`src/rtl/gaussian_frame_arbiter.sv`:
```
// gaussian_frame_arbiter: time-shares one Gaussian filter between two octave
// streams. The arbiter owns the filter for a whole frame: it clears the
// pipeline, streams PIX pixels in, then pads with zeros for LAT steps so that
// the last real pixel reaches the destination FIFO.
//
// Handshake: a source word is consumed on a cycle where src*_rd_en is high
// (the FIFO head is first-word-fall-through, so data is valid whenever
// src*_empty is low), and a destination word is accepted on a cycle where
// dst*_wr_en is high. Neither strobe is ever raised while the corresponding
// empty/full flag is high, and the filter only advances on those same cycles.
module gaussian_frame_arbiter #(
    parameter int IMG_W = 160,
    parameter int IMG_H = 120,
    parameter int LAT   = 323
) (
    input  logic       clk,
    input  logic       global_reset,
    input  logic [7:0] src0_data,
    input  logic       src0_empty,
    output logic       src0_rd_en,
    input  logic [7:0] src1_data,
    input  logic       src1_empty,
    output logic       src1_rd_en,
    input  logic       dst0_full,
    output logic       dst0_wr_en,
    input  logic       dst1_full,
    output logic       dst1_wr_en,
    output logic [7:0] dst_data,
    output logic [7:0] filt_din,
    input  logic [7:0] filt_dout,
    output logic       filt_clk_en,
    output logic       filt_reset,
    output logic       grant,
    output logic       busy,
    output logic       frame_done
);

    localparam int PIX = IMG_W * IMG_H;
    localparam logic [17:0] LAST_RD   = 18'(PIX - 1);
    localparam logic [17:0] LAST_STEP = 18'(PIX + LAT - 1);
    localparam logic [17:0] LAT_CNT   = 18'(LAT);

    typedef enum logic [1:0] {
        IDLE  = 2'd0,
        CLEAR = 2'd1,
        RUN   = 2'd2,
        FLUSH = 2'd3
    } state_t;

    state_t      state_q, state_d;
    logic        grant_q, grant_d;
    logic        prio_q, prio_d;
    logic        done_q, done_d;
    logic [17:0] cnt_q, cnt_d;

    logic        sel_empty;
    logic        sel_full;
    logic [7:0]  sel_data;
    logic        step;
    logic        wr;

    // Route the granted requester's flags and data; the other side is ignored.
    always_comb begin
        sel_empty = grant_q ? src1_empty : src0_empty;
        sel_full  = grant_q ? dst1_full  : dst0_full;
        sel_data  = grant_q ? src1_data  : src0_data;
    end

    // A step advances the filter by one enabled clock; reset freezes everything.
    always_comb begin
        step = 1'b0;
        if (!global_reset) begin
            case (state_q)
                RUN:     step = !sel_empty && !sel_full;
                FLUSH:   step = !sel_full;
                default: step = 1'b0;
            endcase
        end
    end

    // Outputs before LAT steps are pipeline fill and are not written.
    assign wr          = step && (cnt_q >= LAT_CNT);
    assign filt_clk_en = step;
    assign filt_din    = (state_q == RUN) ? sel_data : 8'd0;
    assign src0_rd_en  = step && (state_q == RUN) && !grant_q;
    assign src1_rd_en  = step && (state_q == RUN) && grant_q;
    assign dst0_wr_en  = wr && !grant_q;
    assign dst1_wr_en  = wr && grant_q;
    assign dst_data    = filt_dout;
    assign filt_reset  = global_reset || (state_q == CLEAR);
    assign grant       = grant_q;
    assign busy        = (state_q != IDLE);
    assign frame_done  = done_q;

    // Next-state: arbitration in IDLE, step counting through RUN and FLUSH.
    always_comb begin
        state_d = state_q;
        grant_d = grant_q;
        prio_d  = prio_q;
        cnt_d   = cnt_q;
        done_d  = 1'b0;
        case (state_q)
            IDLE: begin
                if (!src0_empty && !src1_empty) begin
                    grant_d = prio_q;
                    state_d = CLEAR;
                end else if (!src0_empty) begin
                    grant_d = 1'b0;
                    state_d = CLEAR;
                end else if (!src1_empty) begin
                    grant_d = 1'b1;
                    state_d = CLEAR;
                end
            end
            CLEAR: begin
                cnt_d   = 18'd0;
                state_d = RUN;
            end
            RUN: begin
                if (step) begin
                    cnt_d = cnt_q + 18'd1;
                    if (cnt_q == LAST_RD) state_d = FLUSH;
                end
            end
            FLUSH: begin
                if (step) begin
                    cnt_d = cnt_q + 18'd1;
                    if (cnt_q == LAST_STEP) begin
                        state_d = IDLE;
                        done_d  = 1'b1;
                        prio_d  = !grant_q;
                    end
                end
            end
            default: state_d = IDLE;
        endcase
    end

    // State register with synchronous reset; a reset abandons any frame.
    always_ff @(posedge clk) begin
        if (global_reset) begin
            state_q <= IDLE;
            grant_q <= 1'b0;
            prio_q  <= 1'b0;
            cnt_q   <= 18'd0;
            done_q  <= 1'b0;
        end else begin
            state_q <= state_d;
            grant_q <= grant_d;
            prio_q  <= prio_d;
            cnt_q   <= cnt_d;
            done_q  <= done_d;
        end
    end

endmodule

```
`config.mk`:
```
export PLATFORM = sky130hd
export DESIGN_NAME = gaussian_frame_arbiter
export DESIGN_NICKNAME = d
export VERILOG_FILES = /design/src/rtl/gaussian_frame_arbiter.sv
export SDC_FILE = /design/constraint.sdc
export NUM_CORES = 1
export LEC_CHECK = 0
export CORE_MARGIN = 2
export CORE_UTILIZATION = 43
export CTS_BUF_LIST = sky130_fd_sc_hd__clkbuf_4
export CTS_CLUSTER_SIZE = 12
export DETAILED_ROUTE_END_ITERATION = 16
export GPL_ROUTABILITY_DRIVEN = 0
export PLACE_DENSITY = 0.84
export RECOVER_POWER = 50
export SLEW_MARGIN = 30
export SYNTH_ARGS = -nofsm -noshare
export SYNTH_HDL_FRONTEND = slang
export SYNTH_SLANG_ARGS = --single-unit
```
`constraint.sdc`:
```
create_clock -name clk -period 2.2 [get_ports clk]
set_input_delay 0.44 -clock clk [delete_from_list [all_inputs] [get_ports clk]]
set_output_delay 0.44 -clock clk [all_outputs]
set_load 0.01 [all_outputs]
```
# Yosys cells after proc, flatten, opt, wreduce, memory -nomap -nowiden
# Cells that the tools add are included.
# word_totals
reg_bits	23
latch_bits	0
ramBits	0
mem_bits_ro	0
in_bits	30
output_inout_bits	25
wordCells	64
n_memories	0
# op_classes
add_sub_neg	1
multipliers	0
div_mod_pow	0
magnitude_cmp	1
n_eq_ne	12
shift	0
n_mux	20
bitwise_logic	2
n_reduce_logical	23
# ops
cell	count
== test 18 x 15 -> 1 bit, second input constant	2
one-hot mux 18 bit (2 select lines)	1
adder 18 x 1 -> 18 bit, second input constant	1
greater-or-equal comparator 18 x 9 -> 1 bit, second input constant	1
2-to-1 mux 18 bit	1
2-to-1 mux 8 bit	2
2-to-1 mux 2 bit	7
logical AND 1 bit	8
one-hot mux 2 bit (4 select lines)	1
2-to-1 mux 1 bit	7
!= test 2 bit, second input constant	3
zero test 1 bit	5
AND reduction 5 bit	1
== test 2 bit, second input constant	2
!= test 2 x 1 -> 1 bit, second input constant	2
!= test 4 bit, second input constant	1
AND reduction 2 bit	2
nonzero test 2 bit	2
!= test 3 x 2 -> 1 bit, second input constant	1
AND reduction 3 bit	1
OR reduction 3 bit	1
== test 2 x 1 -> 1 bit, second input constant	1
zero test 2 bit	1
inverter 1 bit	2
3 further kinds	3

# Logic depth before layout (Yosys ltp)
# depth
word_depth	7
mapped_depth	8
mapped_depth_nobuf	7

# Worst setup path before layout
# No wires, ideal clock.
# synth_timing
path_kind	reg-to-output
start	register cnt_q[13]
end	output dst0_wr_en
t_arrival_ns	1.822
required_time_ns	1.760
path_slack_ns	-0.062
path_stages_with_launch	6
path_buffers	0
cell_sequence	dfxtp_1 > or4_4 > or3_4 > or4_1 > a21oi_1 > nor2_1
# synth_via
elab_chain_cells	3
# synth_rtl
element	line	rtl
from (decl)	54	logic [17:0] cnt_q, cnt_d;
from (signal assigned)	151	cnt_q <= cnt_d;
greater-or-equal comparator 18 x 9 -> 1 bit	82	assign wr = step && (cnt_q >= LAT_CNT);
logical AND 1 bit	82	
logical AND 1 bit	87	assign dst0_wr_en = wr && !grant_q;
to (decl)	25	output logic dst0_wr_en,
# Every way passes these cells.

# Worst setup path in the final report
# layout_timing
start	register cnt_q[12]
end	output dst1_wr_en
# layout_via
elab_chain_cells	3
# layout_rtl
element	line	rtl
greater-or-equal comparator 18 x 9 -> 1 bit	82	
logical AND 1 bit	82	
logical AND 1 bit	88	assign dst1_wr_en = wr && grant_q;
to (decl)	27	output logic dst1_wr_en,
# Every way passes these cells.

==> results.ini <==
[run_status]
outcome=finished with violations
violations=setup timing

[routing]
postRouteWirelength_um=4780
vias=1717
viasPerCell=5.50
wire_per_inst_um=15.3
drt-initial-drc-count=118
dr.pass1.iters=4
ant_nets=0
drc=0

[grt]
grt_pass1_vias=1670
antenna_found_initial=0
grt_first_pass_wirelength_um=7470
grt_max_degree=14
grt-ovfl-total=0
grt_use_total_pct=21.9

[sta]
worstMarginPinSlew_ps=448
grt_setup_unrepaired=true
fin_crit_ps=2750
setup_violations=11
fin_ws_ps=-548
fmax_ghz=0.364
maxSlewViolCount=0
setup_tns_ps=-1680
fin_skew_ps=9.33
max-slew-margin-rel_pct=70.1
min_period_over_period_pct=125
finalHoldViolations=0

[floorplanning]
core-area_um2=3720
io_pins=55
die_w_um=66.4
dieArea_um2=4410
die-height_um=66.4
rows=22
initial_utilization_pct=45.1

[setup_path]
cp-start-kind=flop
arrival_ps=2310
crit_fanout=2
cp.required_ps=1760
path_class=reg -> out
endpoint_kind=output pin

[run]
maxCapViolations=0

[cts]
cts_buffer_depth=2
cts_tree=yes
h-tree-depth=1
clock_tree.root_cell=clkbuf_4
numCtsBuffers=3
clkSlewWorstSetupHoldPaths_ps=130
clock-sinks=23
clock_latency_ps=320
cts-hold-fix-buffers=0

[layout]
final_cells=312
layout_common_cells=buf_4, clkdlybuf4s50_1, dfxtp_1
final_common_cell=buf_4
layout.nets=301
final_area_um2=2320
nFillCells=323
drive_above_1_share_pct=24.2
antenna-diode-count=0
syn_to_final_growth_pct=38.7

[power_and_ir_drop]
power.leakage_nw=1.01
powerDensity_nw_per_um2=669
vdd_drop_max_mv=0.458

[synth]
yosys_warnings=0
syn_nets=240
yosys.area.top_type=dfxtp_1
synth_flop_cell=dfxtp_1
synthSimpleGateAreaFrac_pct=29.0
synthXorXnorAreaFrac_pct=2.61
avgSynthCellArea_um2=8.22
synth_compound_area_share_pct=21.6
synthAdderAreaFrac_pct=4.48
ys_ff_latch=23
async_flop_share_pct=0
synth_top_family_by_area=simple AND/OR/NAND/NOR gates
synth_mux_area_share_pct=6.57
yosysSeqAreaShare_pct=27.5
synthCells=204
synth_enable_flop_cells=0
synth_top_cell_area_share_pct=27.5
synth_area_um2=1680
synth_cell_types=48
synthTopCellsByArea=dfxtp_1, mux2i_1, ha_1, nor2b_1, nor2_1

[placed_design]
portBuffers=38
place_inst=306
dp_hpwl_um=3710
place_area_um2=2280

[hold_path]
hold_class=reg -> reg

## worst max-delay path, cell delays in order, from the launching register on
cell and delay [ps]:
dfxtp_2 340, or4_4 530, or3_4 350, or4_4 440
a21oi_4 140, nor2_1 50, buf_2 140
## power breakdown
part	leakage, nW	internal (mW)	switching [mW]
Clock	0.0177	0.0682	0.133
Combinational	0.802	0.400	0.459
Sequential	0.187	0.455	0.0399
## final timing paths
path	start	to	slack, ps	cells after the start
setup reg to reg	state_q[1]	cnt_q[14]	-130	8
hold reg to reg	prio_q	prio_q	530	2
setup / recovery	cnt_q[12]	dst1_wr_en	-550	6
hold / removal	prio_q	prio_q	530	2
## metal layers
layer / vias to the layer above / track usage (%) / wire length [um]
li1: 852 / - / -
met1: 829 / 25.9 / 2040
met2: 30 / 40.6 / 2560
met3: 6 / 2.56 / 131
met4: 0 / 6.63 / 50
met5: - / 0 / 0
## stage by stage
stage | hold WS (ps) | setup WS [ps] | power, mW | util (%)
final | 534 | -548 | 1.56 | 62.6
after CTS | 527 | -553 | 1.55 | 62.7
after global routing | 588 | -595 | 1.66 | 62.6
after detailed placement | 497 | -534 | 1.36 | 61.4
after floorplan | 465 | -47.3 | 0.991 | -
after global placement | 487 | -457 | 1.33 | 61.4
## cell usage after synthesis, types with 2 or more instances
master,count
nand4_1,5
mux2i_1,11
buf_1,2
nor2b_1,11
and3_1,4
dfxtp_1,23
ha_1,6
nand3_1,5
o211a_1,2
a31o_2,2
o21ai_0,6
a21oi_1,10
a311oi_1,4
nand2_1,12
or4_1,6
nand4b_1,2
a41o_1,2
clkbuf_1,9
xnor2_1,5
or3_1,6
inv_1,10
nand2b_1,4
a31oi_1,4
and2_1,4
buf_4,8
nor2_1,18
o31ai_1,2
## timing repair
item                                    in CTS  in global routing
gates resized for setup                     32                  7
pin swaps                                    1                  3
setup buffers                                1                  1
endpoints found under the setup margin      14                 11
## cell families after synthesis
| kind of cell | count (synthesis) |
|---|---|
| AO/OA/AOI/OAI | 45 |
| XOR/XNOR | 5 |
| adder cells (fa/ha/maj) | 6 |
| buffers and inverters | 29 |
| flip-flops | 23 |
| multiplexers | 11 |
| AND/OR/NAND/NOR | 85 |
## sequential cells by signal, indices dropped and copies added (netlist names)
signal / count
cnt_q: 18
state_q: 2
frame_done: 1
grant: 1
prio_q: 1
## layout make-up
type | count | area (um^2) | area share [%]
well taps | 48 | 60.1 | 2.58
multi-input cells | 152 | 1120 | 48.1
flip-flops and latches | 23 | 463 | 19.9
clock buffers | 3 | 22.5 | 0.969
clock inverters | 1 | 5.00 | 0.215
inverters | 10 | 37.5 | 1.61
repair buffers | 75 | 618 | 26.6
No activity file was read; power rests on OpenSTA's default activity.
==> edit, RTL diff (config.mk and constraints unchanged) <==
The 4 states of `state_t` get a one-hot encoding in 4 bits.
--- a/src/rtl/gaussian_frame_arbiter.sv
+++ b/src/rtl/gaussian_frame_arbiter.sv
@@ -40,11 +40,11 @@
     localparam logic [17:0] LAST_STEP = 18'(PIX + LAT - 1);
     localparam logic [17:0] LAT_CNT   = 18'(LAT);
 
-    typedef enum logic [1:0] {
-        IDLE  = 2'd0,
-        CLEAR = 2'd1,
-        RUN   = 2'd2,
-        FLUSH = 2'd3
+    typedef enum logic [3:0] {
+        IDLE  = 4'b0001,
+        CLEAR = 4'b0010,
+        RUN   = 4'b0100,
+        FLUSH = 4'b1000
     } state_t;
 
     state_t      state_q, state_d;
Behaviour: same outputs for any inputs over 10 cycles, from zero or initial values and one cycle with global_reset high; not proved beyond that.
==> edit against the original RTL <==
The flow still finishes with violations (negative setup slack); first-iteration DRC count rose by 22%; worst setup slack better by 290 ps; area after synthesis fell by 4.8%; sequential cell count rose by 2; wire length about the same; design area is 0.38% lower; global-route usage about the same; die area fell by 4.5%; register-to-register slack better by 40 ps.
Power is not compared: it rests on default switching activity, and its combinational part moved more than twofold at a synthesized area within 25%.
==> edit: results (changes against the original RTL) <==
Layout
The number of fill cells is 295 (was 323). The share of post-route cells with drive strength above 1 is 31.4% (was 24.2%). The post-layout net count came to 297 (was 301). Top flop regs: cnt_q (18), state_q (4) (was cnt_q (18), state_q (2)).

Setup path
The end of the worst register-to-register path is cnt_q[13] (was cnt_q[14]). The cell family with the largest share of critical-path delay was simple AND/OR/NAND/NOR gates (unchanged). The worst reg-to-reg setup slack was -90 ps (was -130 ps). The worst path arrival time is 2010 ps (was 2310 ps). The beginning of the critical path is cnt_q[2] (was cnt_q[12]). The end point of the critical path is dst0_wr_en (was dst1_wr_en). The master of the slowest instance on the critical path is or4_4 (unchanged).

Placement
The detailed-placement wirelength estimate is 3260 um (was 3710 um). The worst setup timing slack at the placement stage was -409 ps (was -534 ps).

Synthesis
The number of library cell types mapped by synthesis is 43 (was 48). Synth cell count leaders: nor2_1, dfxtp_1, nand2_1 (was dfxtp_1, nor2_1, nand2_1). The net count of the mapped netlist came to 232 (was 240). Synth area leaders: dfxtp_1, mux2i_1, nor2_1, xnor2_1, buf_4 (was dfxtp_1, mux2i_1, ha_1, nor2b_1, nor2_1). The yosys synthesis warning count was 0 (unchanged). The post-synthesis async set-or-reset flop share is 0% (unchanged). The part of the Yosys area used for sequential elements is 31.3% (was 27.5%).

Global route
The number of global-route vias before repair is 1,559 (was 1,670). The total global-route track usage came to 21.9% (about the same). The global-route wire length before repair is 7270 um (was 7470 um). The largest net degree at the start of global routing is 18 (was 14).

Pwr
Of the total power, the share spent switching nets is 28.9%. The standby leakage power is 0.000892 uW.

STA
The worst relative slew slack is 74.1% (was 70.1%). The count of endpoints failing setup in the final report came to 14 (was 11). The worst-case clock skew is 3.15 ps (was 9.33 ps).

The setup slack after layout is -254 ps (was -548 ps). The worst hold slack is 523 ps (was 534 ps).

Outcome
Outcome: finished with violations (unchanged). Violations in the final reports: negative setup slack (unchanged).

Worst hold path
The type of the tightest min-delay check is flop to flop (unchanged). The launch point of the worst hold path is prio_q (unchanged).

Drt
The total iterations of the first detailed-routing run was 4 (unchanged). The violation count after the first detailed-route iteration was 144 (was 118). The total number of vias is 1,741 (was 1,717). The mean routed wirelength per cell is 15.3 um (about the same).

Clock network
The clock-pin transition on the worst setup and hold timing paths is 140 ps.
-- edit: final cells by class --
class,count,share of cell area (%)
multi-input cells,153,46.2
flip-flops and latches,25,21.8
well taps,48,2.59
repair buffers,78,27.4
inverters,4,0.648
clock buffers,4,1.30
-- edit: per-layer routing --
metal	routed length [um]	vias to the layer above	track usage (%)
li1	-	851	-
met1	2070	834	27.5
met2	2360	48	37.6
met3	247	8	5.03
met4	99	0	5.32
met5	0	-	0
-- edit: cell families (layout without fill, tap and decap cells) --
logic type	Yosys count	in the layout	synth area share (%)
adders and majority gates	2	2	1.57
muxes	12	12	7.84
xor gates and xnor gates	10	10	5.49
and+or+nand+nor	103	103	35.3
buffers and inverters	22	86	8.07
AOI/OAI and AO/OA	26	26	10.4
DFF	25	25	31.3
-- edit: tightest hold or removal path, cell delays in order (launching register included) --
cell	delay [ps]
dfxtp_1	340
o31ai_1	70
a21oi_1	70
-- edit: what timing repair did --
item / 4_1_cts / 5_1_grt
gates resized for setup: 68 / 29
hold buffers: 0 / 0
gates cloned: 0 / 1
setup buffers: 5 / 1
pin swaps: 8 / 17
setup endpoints to repair: 14 / 17
-- edit: stage by stage --
step | power (uW) | setup TNS (ps) | instance area (um^2) | cells | utilization, %
floorplan | 605 | -13.9 | 1600 | 200 | -
global placement | 690 | -3830 | 2170 | 301 | 60.2
detailed placement | 695 | -4530 | 2170 | 301 | 60.2
CTS | 925 | -644 | 2230 | 310 | 61.9
global route | 974 | -2430 | 2320 | 312 | 64.2
finish | 940 | -856 | 2320 | 312 | 64.2
